`config.mk`:
```
export PLATFORM = sky130hd
export DESIGN_NAME = ofmaps_stream_writer_flat
export DESIGN_NICKNAME = d
export VERILOG_FILES = /design/src/rtl/cnn_accel_pkg.sv /design/src/rtl/ofmaps_stream_writer_if.sv /design/src/rtl/ofmaps_byte_packer.sv /design/src/rtl/ofmaps_stream_writer.sv /design/src/flat_wrapper.sv
export SDC_FILE = /design/constraint.sdc
export NUM_CORES = 1
export LEC_CHECK = 0
export CAP_MARGIN = 5
export CORE_ASPECT_RATIO = 2
export CORE_MARGIN = 2
export CORE_UTILIZATION = 45
export DETAILED_ROUTE_END_ITERATION = 16
export PLACE_DENSITY = 0.66
export SLEW_MARGIN = 10
export SYNTH_ARGS = -nofsm -noshare
export SYNTH_HDL_FRONTEND = slang
export SYNTH_HIERARCHICAL = 1
export SYNTH_SLANG_ARGS = --single-unit
export TNS_END_PERCENT = 20
```
`constraint.sdc`:
```
create_clock -name clk -period 5.6 [get_ports clk]
set_input_delay 0.84 -clock clk [delete_from_list [all_inputs] [get_ports clk]]
set_output_delay 0.84 -clock clk [all_outputs]
set_load 0.005 [all_outputs]
```
`src/rtl/cnn_accel_pkg.sv`:
```
// Shared accelerator definitions: instruction opcodes, status word layout and
// the ofmaps writer state encodings used by the control unit as well.
package cnn_accel_pkg;

  localparam logic [7:0] INST_COMPUTE = 8'd87;

  localparam int STAT_BUSY_BIT      = 0;
  localparam int STAT_DONE_BIT      = 1;
  localparam int STAT_START_ERR_BIT = 2;
  localparam int STAT_BEAT_LSB      = 8;
  localparam int STAT_BEAT_WIDTH    = 24;

  localparam logic [1:0] OSW_IDLE = 2'd0;
  localparam logic [1:0] OSW_PACK = 2'd1;
  localparam logic [1:0] OSW_SEND = 2'd2;
  localparam logic [1:0] OSW_DONE = 2'd3;

endpackage

```
`src/rtl/ofmaps_stream_writer_if.sv`:
```
// Result byte stream from the MAC array and AXI4-Stream master towards the DMA.
interface ofmaps_stream_writer_if #(
  parameter int DATA_WIDTH = 32
);
  logic                    result_valid;
  logic [7:0]              result_data;
  logic                    result_ready;
  logic [DATA_WIDTH-1:0]   m_axis_tdata;
  logic [DATA_WIDTH/8-1:0] m_axis_tkeep;
  logic                    m_axis_tlast;
  logic                    m_axis_tvalid;
  logic                    m_axis_tready;

  modport master (
    input  result_valid, result_data, m_axis_tready,
    output result_ready, m_axis_tdata, m_axis_tkeep, m_axis_tlast, m_axis_tvalid
  );

  modport slave (
    output result_valid, result_data, m_axis_tready,
    input  result_ready, m_axis_tdata, m_axis_tkeep, m_axis_tlast, m_axis_tvalid
  );
endinterface

```
`src/rtl/ofmaps_byte_packer.sv`:
```
// Packs bytes little-endian into a 32-bit word; the keep mask records which
// lanes have been written so a short final beat is flagged correctly.
module ofmaps_byte_packer (
  input  logic        clk,
  input  logic        rst_n,
  input  logic        clear,
  input  logic        wr_en,
  input  logic [7:0]  wr_data,
  output logic [31:0] pack_data,
  output logic [3:0]  pack_keep,
  output logic [1:0]  lane_cnt
);

  always_ff @(posedge clk or negedge rst_n) begin
    if (!rst_n) begin
      pack_data <= '0;
      pack_keep <= '0;
      lane_cnt  <= '0;
    end else if (clear) begin
      pack_data <= '0;
      pack_keep <= '0;
      lane_cnt  <= '0;
    end else if (wr_en) begin
      pack_data[{lane_cnt, 3'b000} +: 8] <= wr_data;
      pack_keep[lane_cnt]                <= 1'b1;
      lane_cnt                           <= lane_cnt + 2'd1;
    end
  end

endmodule

```
`src/rtl/ofmaps_stream_writer.sv`:
```
// Collects output-feature-map bytes, emits packed AXI4-Stream beats with TLAST
// on the layer's final beat and maintains the host-visible status word.
module ofmaps_stream_writer
  import cnn_accel_pkg::*;
#(
  parameter int C_M_AXIS_TDATA_WIDTH = 32,
  parameter int CHANNEL_WIDTH        = 12,
  parameter int SIDE_WIDTH           = 9,
  parameter int PIXEL_WIDTH          = 18
) (
  input  logic                     clk,
  input  logic                     rst_n,
  input  logic                     start,
  input  logic [CHANNEL_WIDTH-1:0] ofmaps_channel,
  input  logic [SIDE_WIDTH-1:0]    ofmaps_width,
  ofmaps_stream_writer_if.master   bus,
  output logic [31:0]              status_word
);

  logic [1:0]                      state;
  logic [CHANNEL_WIDTH-1:0]        ch_reg;
  logic [PIXEL_WIDTH-1:0]          total_pixels;
  logic [CHANNEL_WIDTH-1:0]        ch_cnt;
  logic [PIXEL_WIDTH-1:0]          pix_cnt;
  logic                            last_flag;
  logic                            done_flag;
  logic                            start_err;
  logic [STAT_BEAT_WIDTH-1:0]      beat_cnt;

  logic [C_M_AXIS_TDATA_WIDTH-1:0] pack_data;
  logic [3:0]                      pack_keep;
  logic [1:0]                      lane_cnt;

  logic accept_start;
  logic zero_size;
  logic byte_fire;
  logic beat_fire;
  logic last_byte;
  logic ch_wrap;
  logic packer_clear;

  assign accept_start = start && (state == OSW_IDLE);
  assign zero_size    = (ofmaps_channel == '0) || (ofmaps_width == '0);
  assign byte_fire    = (state == OSW_PACK) && bus.result_valid;
  assign beat_fire    = (state == OSW_SEND) && bus.m_axis_tready;
  assign ch_wrap      = (ch_cnt == ch_reg - CHANNEL_WIDTH'(1));
  assign last_byte    = ch_wrap && (pix_cnt == total_pixels - PIXEL_WIDTH'(1));
  assign packer_clear = accept_start || (beat_fire && !last_flag);

  ofmaps_byte_packer u_packer (
    .clk       (clk),
    .rst_n     (rst_n),
    .clear     (packer_clear),
    .wr_en     (byte_fire),
    .wr_data   (bus.result_data),
    .pack_data (pack_data),
    .pack_keep (pack_keep),
    .lane_cnt  (lane_cnt)
  );

  // Layer sequencing; PACK and SEND never overlap so the packer is idle while a beat waits.
  always_ff @(posedge clk or negedge rst_n) begin
    if (!rst_n) begin
      state        <= OSW_IDLE;
      ch_reg       <= '0;
      total_pixels <= '0;
      ch_cnt       <= '0;
      pix_cnt      <= '0;
      last_flag    <= 1'b0;
    end else begin
      case (state)
        OSW_IDLE: begin
          if (start) begin
            ch_reg       <= ofmaps_channel;
            total_pixels <= PIXEL_WIDTH'(ofmaps_width) * PIXEL_WIDTH'(ofmaps_width);
            ch_cnt       <= '0;
            pix_cnt      <= '0;
            last_flag    <= 1'b0;
            state        <= zero_size ? OSW_DONE : OSW_PACK;
          end
        end
        OSW_PACK: begin
          if (byte_fire) begin
            if (ch_wrap) begin
              ch_cnt  <= '0;
              pix_cnt <= pix_cnt + PIXEL_WIDTH'(1);
            end else begin
              ch_cnt  <= ch_cnt + CHANNEL_WIDTH'(1);
            end
            if ((lane_cnt == 2'd3) || last_byte) begin
              last_flag <= last_byte;
              state     <= OSW_SEND;
            end
          end
        end
        OSW_SEND: begin
          if (bus.m_axis_tready) begin
            state <= last_flag ? OSW_DONE : OSW_PACK;
          end
        end
        default: state <= OSW_IDLE;
      endcase
    end
  end

  // Sticky status: only an accepted start clears done, start_error and the beat count.
  always_ff @(posedge clk or negedge rst_n) begin
    if (!rst_n) begin
      done_flag <= 1'b0;
      start_err <= 1'b0;
      beat_cnt  <= '0;
    end else if (accept_start) begin
      done_flag <= zero_size;
      start_err <= 1'b0;
      beat_cnt  <= '0;
    end else begin
      if (start) begin
        start_err <= 1'b1;
      end
      if (beat_fire && (beat_cnt != '1)) begin
        beat_cnt <= beat_cnt + STAT_BEAT_WIDTH'(1);
      end
      if (beat_fire && last_flag) begin
        done_flag <= 1'b1;
      end
    end
  end

  assign bus.result_ready  = (state == OSW_PACK);
  assign bus.m_axis_tvalid = (state == OSW_SEND);
  assign bus.m_axis_tdata  = (state == OSW_SEND) ? pack_data : '0;
  assign bus.m_axis_tkeep  = (state == OSW_SEND) ? pack_keep : '0;
  assign bus.m_axis_tlast  = (state == OSW_SEND) && last_flag;

  always_comb begin
    status_word                                      = '0;
    status_word[STAT_BUSY_BIT]                       = (state != OSW_IDLE);
    status_word[STAT_DONE_BIT]                       = done_flag;
    status_word[STAT_START_ERR_BIT]                  = start_err;
    status_word[STAT_BEAT_LSB +: STAT_BEAT_WIDTH]    = beat_cnt;
  end

endmodule
```
`src/flat_wrapper.sv`:
```
// flat-port wrapper written by rule: the top's interface ports become plain ports
module ofmaps_stream_writer_flat import cnn_accel_pkg::*;
#(
  parameter int C_M_AXIS_TDATA_WIDTH = 32,
  parameter int CHANNEL_WIDTH        = 12,
  parameter int SIDE_WIDTH           = 9,
  parameter int PIXEL_WIDTH          = 18
)
  (clk, rst_n, start, ofmaps_channel, ofmaps_width, status_word, bus_result_valid, bus_result_data, bus_m_axis_tready, bus_result_ready, bus_m_axis_tdata, bus_m_axis_tkeep, bus_m_axis_tlast, bus_m_axis_tvalid);
  ofmaps_stream_writer_if bus_i ();
  input  logic clk;
  input  logic rst_n;
  input  logic start;
  input  logic [CHANNEL_WIDTH-1:0] ofmaps_channel;
  input  logic [SIDE_WIDTH-1:0] ofmaps_width;
  output logic [31:0] status_word;
  input wire logic [$bits(bus_i.result_valid)-1:0] bus_result_valid;
  input wire logic [$bits(bus_i.result_data)-1:0] bus_result_data;
  input wire logic [$bits(bus_i.m_axis_tready)-1:0] bus_m_axis_tready;
  output wire logic [$bits(bus_i.result_ready)-1:0] bus_result_ready;
  output wire logic [$bits(bus_i.m_axis_tdata)-1:0] bus_m_axis_tdata;
  output wire logic [$bits(bus_i.m_axis_tkeep)-1:0] bus_m_axis_tkeep;
  output wire logic [$bits(bus_i.m_axis_tlast)-1:0] bus_m_axis_tlast;
  output wire logic [$bits(bus_i.m_axis_tvalid)-1:0] bus_m_axis_tvalid;
  assign bus_i.result_valid = bus_result_valid;
  assign bus_i.result_data = bus_result_data;
  assign bus_i.m_axis_tready = bus_m_axis_tready;
  assign bus_result_ready = bus_i.result_ready;
  assign bus_m_axis_tdata = bus_i.m_axis_tdata;
  assign bus_m_axis_tkeep = bus_i.m_axis_tkeep;
  assign bus_m_axis_tlast = bus_i.m_axis_tlast;
  assign bus_m_axis_tvalid = bus_i.m_axis_tvalid;
  ofmaps_stream_writer #(.C_M_AXIS_TDATA_WIDTH(C_M_AXIS_TDATA_WIDTH), .CHANNEL_WIDTH(CHANNEL_WIDTH), .SIDE_WIDTH(SIDE_WIDTH), .PIXEL_WIDTH(PIXEL_WIDTH)) u_core (.clk(clk), .rst_n(rst_n), .start(start), .ofmaps_channel(ofmaps_channel), .ofmaps_width(ofmaps_width), .bus(bus_i), .status_word(status_word));
endmodule
```
==> impl_metrics.toml <==
[synthesis]
yosys_register_bits = 126
syn_area_sq_mm = 0.00929
avgSynthCellArea_sq_um = 9.09
synth_area_leaders = "dfrtp_1 (34%), fa_1 (7.1%), ha_1 (6.3%)"
synth_top_family_by_area = "simple AND/OR/NAND/NOR gates"
ys_types = 82
ys.flop_type = "dfrtp_1"
synth_compound_gate_area_share_pct = 15.6
synth_edf_count = 0
async_reset_ff_share_pct = 100
synth.mux.area_fraction_pct = 0.660
yosys.area_share.simple_pct = 23.7
netlist_instances = 1021
yosysWarnings = 6
ys_seq_area_share_pct = 34.0
yosys.area.top_type = "dfrtp_1"
synth.top_cell.area_share_pct = 34.0
synthXorXnorAreaFrac_pct = 5.85
synth_fa_ha_area_share_pct = 13.6

[final_layout]
reg_top3 = "u_core/u_packer/pack_data x32, u_core/beat_cnt x24, u_core/pix_cnt x18"
synthToLayoutAreaGrowth_pct = 19.8
layout_common_cells = "dfrtp_1 (126), clkdlybuf4s50_1 (98), nand2_1 (98)"
fin_util_pct = 54.6
largest-register = "u_core/u_packer/pack_data"
largest_reg_flops = 32
nets = 1222
antenna-diode-count = 0
drive_gt1_share_pct = 6.96
finalInstanceArea_sq_mm = 0.0111
layout_commonest_cell = "dfrtp_1"
fin_cells = 1386

[timing]
skew_ns = 0.00948
setup_viol = 0
fin_crit_sh_pct = 91.9
setup_ws_ns = 0.455
fmax_mhz = 194
hold_viol = 0
holdWs_ns = 0.425
slew_headroom_pct = 26.6
rsz0062_at_grt = "no"
layout_min_cycle_time_ns = 5.14
fin_tns_setup_ns = 0
drv_slew = 0
worst_pin_slew_ns = 1.10

[clock_tree]
cts.path.max_buffers = 2
clock-sinks = 126
cts_setup_buffers = 0
cts_made_buffers = 17
hold_buffers = 0
root_buffer = "clkbuf_16"
h-tree-depth = 4
insertion_delay_ns = 0.41
cts.reportedPaths.clkPinSlew_ns = 0.06
ctsResizeCount = 0
cts_tree = "done"

[worst_setup_path]
end_kind = "flop"
reg2reg_depth = 7
worst-path-max-fanout = 6
worst-path-buf-inv = 4
crit_arrival_ns = 5.46
critPathRequiredTime_ns = 5.92
path_cells = "clkdlybuf4s50_1 > and2_1 > ha_1 > xor2_1 > fa_1 > inv_1 > fa_1 > inv_1 > fa_1 > inv_1 > ha_1 > nand4_1 > and3_1 > o21ai_0 > o311ai_0 > and3_1 > o31ai_1"
critPathTopFamily = "adder cells"
cp_slowest_stage_delay_ns = 0.54
crit_slowest_cell = "fa_1"
worstSetupPathDepth = 17
startpoint_type = "primary input"
path_class = "in -> reg"

[global_routing]
grt_pass1_wl_mm = 38.4
grt_max_degree = 63
grt_pass1_vias = 7850
antenna_found_initial = 0
grt_overflow_total = 0
grt_use_total_pct = 22.0

[floorplanning]
fp.dieW_microns = 106
fp-row-count = 74
start_util_pct = 45.6
die_area_sq_mm = 0.0219
ios = 105
core-area_sq_mm = 0.0204
die_h_microns = 207

[place]
dp_hpwl_mm = 18.1
dp_cells = 1355
portBuffers = 99
pre_cts_ws_ns = 0.0423
place.gp.congestion = 0.853
place_area_sq_mm = 0.0105

[drt]
routed_wl_mm = 23.1
viasPerCell = 5.50
dr.pass1.iters = 5
drc = 0
vias = 7628
wl_per_cell_microns = 16.6
detail-route-antenna-nets = 0
drt_iter0_drc = 409

[power_and_ir_drop]
power.density_mw_per_mm2 = 412
max-vdd-ir-drop_uv = 247
p_total_mw = 4.58
leakagePower_nw = 4.91

[outcome]
status = "finished clean"

[min_path]
hold_class = "in -> async"

[flow_run]
cap_viol_max_count = 0
synth_stat cells (5+ instances only):
cell type	count
ha_1	47
inv_1	90
o31ai_1	16
o2bb2ai_2	7
nand3_1	32
mux2i_1	5
a21oi_1	49
nand3b_1	6
clkbuf_1	33
fa_1	33
and3_1	14
nand2b_1	18
buf_2	8
a32o_1	24
or4_1	17
o21ai_0	39
nand2_1	98
a21o_1	5
xnor2_1	34
dfrtp_1	126
nor3_1	13
a31oi_1	9
nor2b_1	14
o211ai_1	5
or3_1	11
and2_1	62
nand4_1	23
nor4_1	14
nor2_1	55
buf_4	9
xor2_1	28
final timing paths:
path	start	end	slack (ns)
worst max-delay path	ofmaps_width[7]	u_core/total_pixels[17]	0.46
worst min-delay path	rst_n	u_core/u_packer/pack_data[26]	0.43
worst max register to register	u_core/ch_reg[2]	u_core/pix_cnt[7]	2.16
worst min register to register	u_core/u_packer/pack_data[27]	u_core/u_packer/pack_data[27]	0.48
max in group asynchronous	rst_n	u_core/beat_cnt[13]	4.09
min in group clk	u_core/u_packer/pack_data[27]	u_core/u_packer/pack_data[27]	0.48
worst reg2reg max path: stages (launching register included):
cell       delay (ns)
dfrtp_1          0.45
or4_1            0.63
o2111a_1         0.28
a2111oi_0        0.73
a32oi_2          0.22
a21boi_4         0.67
o21ai_0          0.21
a21oi_1          0.16
kinds of logic after synthesis:
family	after synthesis
other	1
AND/OR/NAND/NOR	404
multiplexers	6
adder cells (fa/ha/maj)	81
flip-flops	126
AO/OA/AOI/OAI	195
buffers and inverters	146
XOR/XNOR	62
routing by layer:
metal | wire length (microns) | share of wire [%] | up-vias | GRT usage, %
li1 | - | - | 3729 | -
met1 | 8000 | 35 | 3696 | 20.6
met2 | 13700 | 59 | 159 | 45.4
met3 | 551 | 2.4 | 44 | 2.71
met4 | 835 | 3.6 | 0 | 9.48
met5 | 0 | 0 | - | 0
layout make-up:
type	count	area [sq um]
Clock buffer	24	472
Clock inverter	7	135
Fill cell	1873	9240
Inverter	90	338
Multi-Input combinational cell	753	5550
Sequential cell	126	3150
Tap cell	266	333
Timing Repair Buffer	120	1150
power by group:
| part | total [mW] | internal (mW) | switching [mW] |
|---|---|---|---|
| Combinational | 2.01 | 0.841 | 1.17 |
| Clock | 1.15 | 0.764 | 0.390 |
| Sequential | 1.42 | 1.14 | 0.279 |
| Total | 4.58 | 2.74 | 1.84 |
No activity file was read; power rests on OpenSTA's default activity.
